$ cat src/rtl/uart_pkg.sv
// Shared UART definitions: default frame geometry and the serializer state encoding.
package uart_pkg;

    localparam int unsigned UART_OVERSAMPLE = 16;
    localparam int unsigned UART_DATA_W     = 8;
    // Start bit + data bits + stop bit.
    localparam int unsigned UART_FRAME_BITS = UART_DATA_W + 2;

    typedef enum logic [1:0] {
        IDLE,
        START,
        DATA,
        STOP
    } uart_state_e;

endpackage

$ cat src/rtl/rr_arbiter.sv
// Combinational round-robin arbiter: grants the first active request at or above ptr, with wrap.
module rr_arbiter #(
    parameter  int unsigned NUM_REQ = 4,
    localparam int unsigned IDX_W   = $clog2(NUM_REQ)
) (
    input  logic [NUM_REQ-1:0] req,
    input  logic [IDX_W-1:0]   ptr,
    output logic [NUM_REQ-1:0] grant,
    output logic [IDX_W-1:0]   grant_idx,
    output logic               grant_valid
);

    int unsigned k;

    // Walk offsets from farthest to nearest so the nearest active request is written last.
    always_comb begin
        grant       = '0;
        grant_idx   = '0;
        grant_valid = 1'b0;
        k           = 0;
        for (int unsigned off = NUM_REQ; off > 0; off--) begin
            k = (32'(ptr) + off - 1) % NUM_REQ;
            if (req[k]) begin
                grant       = '0;
                grant[k]    = 1'b1;
                grant_idx   = IDX_W'(k);
                grant_valid = 1'b1;
            end
        end
    end

endmodule

$ cat src/rtl/uart_tx_arbiter.sv
// Shares one 8N1 UART transmit line between NUM_REQ byte producers using round-robin arbitration.
module uart_tx_arbiter
    import uart_pkg::*;
#(
    parameter  int unsigned NUM_REQ    = 4,
    parameter  int unsigned DATA_W     = UART_DATA_W,
    parameter  int unsigned OVERSAMPLE = UART_OVERSAMPLE,
    localparam int unsigned ID_W       = $clog2(NUM_REQ)
) (
    input  logic                      clk,
    input  logic                      reset,
    input  logic                      baud_tick,
    input  logic [NUM_REQ-1:0]        req_valid,
    input  logic [NUM_REQ*DATA_W-1:0] req_data,
    output logic [NUM_REQ-1:0]        req_ready,
    output logic                      tx,
    output logic                      busy,
    output logic [ID_W-1:0]           grant_id
);

    localparam int unsigned CNT_W = $clog2(OVERSAMPLE);
    localparam int unsigned BIT_W = $clog2(DATA_W + 1);

    if (NUM_REQ < 2 || NUM_REQ > 8) begin : g_bad_num_req
        $error("uart_tx_arbiter: NUM_REQ must be in 2..8");
    end
    if (OVERSAMPLE < 2) begin : g_bad_oversample
        $error("uart_tx_arbiter: OVERSAMPLE must be at least 2");
    end

    uart_state_e         state_q, state_d;
    logic [CNT_W-1:0]    tick_q, tick_d;
    logic [BIT_W-1:0]    bit_q, bit_d;
    logic [DATA_W-1:0]   shift_q, shift_d;
    logic                tx_q, tx_d;
    logic                busy_q, busy_d;
    logic [ID_W-1:0]     grant_id_q, grant_id_d;
    logic [ID_W-1:0]     ptr_q, ptr_d;

    logic [NUM_REQ-1:0]  arb_grant;
    logic [ID_W-1:0]     arb_idx;
    logic                arb_valid;
    logic                bit_end;

    rr_arbiter #(
        .NUM_REQ (NUM_REQ)
    ) u_rr_arbiter (
        .req         (req_valid),
        .ptr         (ptr_q),
        .grant       (arb_grant),
        .grant_idx   (arb_idx),
        .grant_valid (arb_valid)
    );

    assign req_ready = (state_q == IDLE) ? arb_grant : '0;
    assign bit_end   = baud_tick && (tick_q == CNT_W'(OVERSAMPLE - 1));

    always_comb begin
        state_d    = state_q;
        tick_d     = tick_q;
        bit_d      = bit_q;
        shift_d    = shift_q;
        tx_d       = tx_q;
        busy_d     = busy_q;
        grant_id_d = grant_id_q;
        ptr_d      = ptr_q;

        if (state_q != IDLE && baud_tick) begin
            tick_d = bit_end ? '0 : tick_q + 1'b1;
        end

        unique case (state_q)
            IDLE: begin
                if (arb_valid) begin
                    shift_d    = req_data[32'(arb_idx)*DATA_W +: DATA_W];
                    grant_id_d = arb_idx;
                    busy_d     = 1'b1;
                    tick_d     = '0;
                    bit_d      = '0;
                    tx_d       = 1'b0;
                    state_d    = START;
                end
            end
            START: begin
                if (bit_end) begin
                    tx_d    = shift_q[0];
                    state_d = DATA;
                end
            end
            DATA: begin
                if (bit_end) begin
                    shift_d = shift_q >> 1;
                    if (bit_q == BIT_W'(DATA_W - 1)) begin
                        bit_d   = '0;
                        tx_d    = 1'b1;
                        state_d = STOP;
                    end else begin
                        bit_d = bit_q + 1'b1;
                        tx_d  = shift_d[0];
                    end
                end
            end
            STOP: begin
                if (bit_end) begin
                    busy_d  = 1'b0;
                    state_d = IDLE;
                    ptr_d   = (grant_id_q == ID_W'(NUM_REQ - 1)) ? '0 : grant_id_q + 1'b1;
                end
            end
        endcase
    end

    always_ff @(posedge clk) begin
        if (reset) begin
            state_q    <= IDLE;
            tick_q     <= '0;
            bit_q      <= '0;
            shift_q    <= '0;
            tx_q       <= 1'b1;
            busy_q     <= 1'b0;
            grant_id_q <= '0;
            ptr_q      <= '0;
        end else begin
            state_q    <= state_d;
            tick_q     <= tick_d;
            bit_q      <= bit_d;
            shift_q    <= shift_d;
            tx_q       <= tx_d;
            busy_q     <= busy_d;
            grant_id_q <= grant_id_d;
            ptr_q      <= ptr_d;
        end
    end

    assign tx       = tx_q;
    assign busy     = busy_q;
    assign grant_id = grant_id_q;

endmodule

$ cat config.mk
export PLATFORM = sky130hd
export DESIGN_NAME = uart_tx_arbiter
export DESIGN_NICKNAME = d
export VERILOG_FILES = /design/src/rtl/uart_pkg.sv /design/src/rtl/rr_arbiter.sv /design/src/rtl/uart_tx_arbiter.sv
export SDC_FILE = /design/constraint.sdc
export NUM_CORES = 1
export LEC_CHECK = 0
export BUFFER_PORTS_ARGS = -buffer_cell sky130_fd_sc_hd__buf_2
export CAP_MARGIN = 5
export CORE_UTILIZATION = 45
export DETAILED_ROUTE_END_ITERATION = 16
export GPL_ROUTABILITY_DRIVEN = 0
export PLACE_DENSITY = 0.79
export SYNTH_ARGS = -nofsm -noshare
export SYNTH_HDL_FRONTEND = slang
export SYNTH_SLANG_ARGS = --single-unit
$ cat constraint.sdc
create_clock -name clk -period 6.4 [get_ports clk]
set_input_delay 0.32 -clock clk [delete_from_list [all_inputs] [get_ports clk]]
set_output_delay 0.32 -clock clk [all_outputs]
set_load 0.05 [all_outputs]
==> results.md <==
- All-Layer GR Usage: 0.234
- Clk sink count: 24
- Worst-Skew Late Latency: 0.27 ns
- Final ANT Viol Nets: 0
- Core Rows: 25
- Initial Utilization: 0.478
- Via count: 2,473
- Final WL: 6110 microns
- Layout cells sized above 1: 0.171
- Syn avg cell area: 7.60 sq um
- Ant. Diodes: 0
- Fmax: 0.249 GHz
- Min cycle time layout: 4.02 ns
- Setup tns final: 0 ns
- Largest net degree at the start of global routing: 43
- Area leader, netlist: dfxtp_1
- Buffers on Ports: 46
- Cell Pwr Density: 316 nW/um^2
- Commonest cells in the netlist: 33 x nand2_1, 30 x nor2_1, 24 x dfxtp_1
- Remaining Overflow, GRT: 0
- Tcrit/Tclk final: 0.628
- Drt first pass iters: 5
- Worst Setup End Kind: output pin
- WL per Instance: 15.3 microns
- Yosys top cell area share: 0.209
- Net Count, Synth: 357
- I/O pin cnt: 47
- Mapped Area: 2300 sq um
- Most common cell in the netlist: nand2_1
- Initial DRC count: 186
- Final setup violation count: 0
- Most used DFF post-synth: dfxtp_1
- CTS tree: built
- Vias per cell: 6.18
- Post-DP HPWL: 4360 microns
- CTS Hold Bufs: 0
- CP required: 6.08 ns
- Lkg Pwr: 1.00 nW
- Clk_skew: 0.00505 ns
- Setup ws final: 2.38 ns
- Layout Nets: 388
- Placed Instance Area: 2520 sq um
- Fin. Hold Viols: 0
- Root Buffer: clkbuf_8
- Core area: 4820 sq um
- Footprint of the multi-input gates: 1700 sq um
- PnR Total Power: 0.818 mW
- Fill count: 496
- Outcome: finished clean
- EDFF count, synth: 0
- Antenna violations before repair: 0
- Max VDD drop: 145 uV
- Post-synthesis sequential area ratio: 0.209
- CP arrival: 3.70 ns
- RSZ-0062 raised after global routing: false
- Number of max-cap violations: 0
- CP Launch Type: flip-flop
- Max FO, Critical Path: 42
- FFs w/ async S/R, synth: 0
- Synth warn: 0
- Worst Max-Slew Pin Slew: 1.19 ns
- Area Growth Syn to Fin: 12.6%
- WS Path Type: flip-flop to output pin
- H-tree depth: 1
- Die X-Extent: 73.5 microns
- Final Max Slew Viols: 0
- Fin area: 2590 sq um
- First-pass GRT wire length: 10,100 microns
- Sequential Area: 480 sq um
- Resized Gates After CTS: 0
- Worst slew margin: 0.206
- # Post-CTS Setup Buffers: 0
- Clock buffer depth: 2
- Top cells by area, synth: dfxtp_1 21%, ha_1 8.1%, mux2i_1 6.1%
- Post-synth cell types: 47
- DRC viols: 0
- Die Span Y: 73.5 microns
- Cts bufs inserted: 3
- Pre-CTS WS: 2.65 ns
- Type of the most critical hold path: input pin to flip-flop
- Post-Syn Instances: 303
- Synthesized flop and latch total: 24
- Clock transition at path regs: 0.10 ns
- Vias in the first global route: 2,215
- Die area: 5410 sq um
[cells by family (layout without fill, tap and decap cells)]
kind of cell / count (synthesis) / in the layout / share of synthesized area
multiplexers: 17 / 17 / 0.0853
AO/OA/AOI/OAI: 110 / 110 / 0.343
adder cells (fa/ha/maj): 15 / 15 / 0.0815
XOR/XNOR: 3 / 3 / 0.0114
AND/OR/NAND/NOR: 107 / 107 / 0.216
flip-flops: 24 / 24 / 0.209
buffers and inverters: 27 / 57 / 0.0543
[power breakdown]
group | internal [mW] | switching (mW)
Sequential | 0.192 | 0.0412
Combinational | 0.164 | 0.283
Clock | 0.0838 | 0.0554
[critical path, stage by stage, from the launching register on]
cell	delay [ns]
dfxtp_1	0.32
buf_4	0.39
inv_1	0.34
ha_1	0.57
mux2i_1	0.15
and2_1	0.19
a211oi_1	0.47
a221oi_1	0.18
or3_1	0.38
a21oi_1	0.14
buf_2	0.28
[metal layers]
layer | track usage | share of wire | vias up
li1 | - | - | 1211
met1 | 0.307 | 0.45 | 1154
met2 | 0.408 | 0.48 | 101
met3 | 0.0219 | 0.062 | 7
met4 | 0.0641 | 0.0080 | 0
met5 | 0 | 0 | -
[registers in the layout, summed over array words and instances, names as in the netlist]
name and flops:
tick_q 4, ptr_q 2, state_q 2, busy 1, bit_q 4, grant_id 2
tx 1, shift_q 8
[cell type report]
cell class	count	area share
multi-input combinational	252	0.655
sequential	24	0.185
timing repair buffer	47	0.0917
tap	67	0.0323
clock buffer	3	0.0159
clock inverter	1	0.0116
inverter	6	0.00868
[layout by cell type (no fill, tap or decap), types with 14 or more instances in the layout]
| master | Yosys | final |
|---|---|---|
| buf_2 | 7 | 46 |
| nand2_1 | 33 | 33 |
| nor2_1 | 30 | 30 |
| dfxtp_1 | 24 | 24 |
| a21oi_1 | 22 | 22 |
| nand3_1 | 16 | 16 |
| o21ai_0 | 15 | 15 |
| ha_1 | 15 | 15 |
| mux2i_1 | 14 | 14 |
| a22oi_1 | 14 | 14 |
[final timing paths]
kind | start | cells after the start | slack (ns) | end
setup / recovery | ptr_q[0]$_SDFFE_PP0P_ | 10 | 2.38 | req_ready[2]
hold / removal | req_data[15] | 3 | 0.36 | shift_q[7]$_SDFFE_PP0P_
setup reg to reg | ptr_q[0]$_SDFFE_PP0P_ | 9 | 2.49 | shift_q[1]$_SDFFE_PP0P_
hold reg to reg | busy$_SDFFE_PP0P_ | 2 | 0.48 | busy$_SDFFE_PP0P_
[stage by stage]
stage,utilization,hold WS [ns],std cells
2_1_floorplan,-,0.449,303
3_3_place_gp,0.524,0.457,396
3_5_place_dp,0.524,0.462,396
4_1_cts,0.538,0.362,400
5_1_grt,0.538,0.433,400
6_report,0.538,0.359,400
No activity file was read; power rests on OpenSTA's default activity.
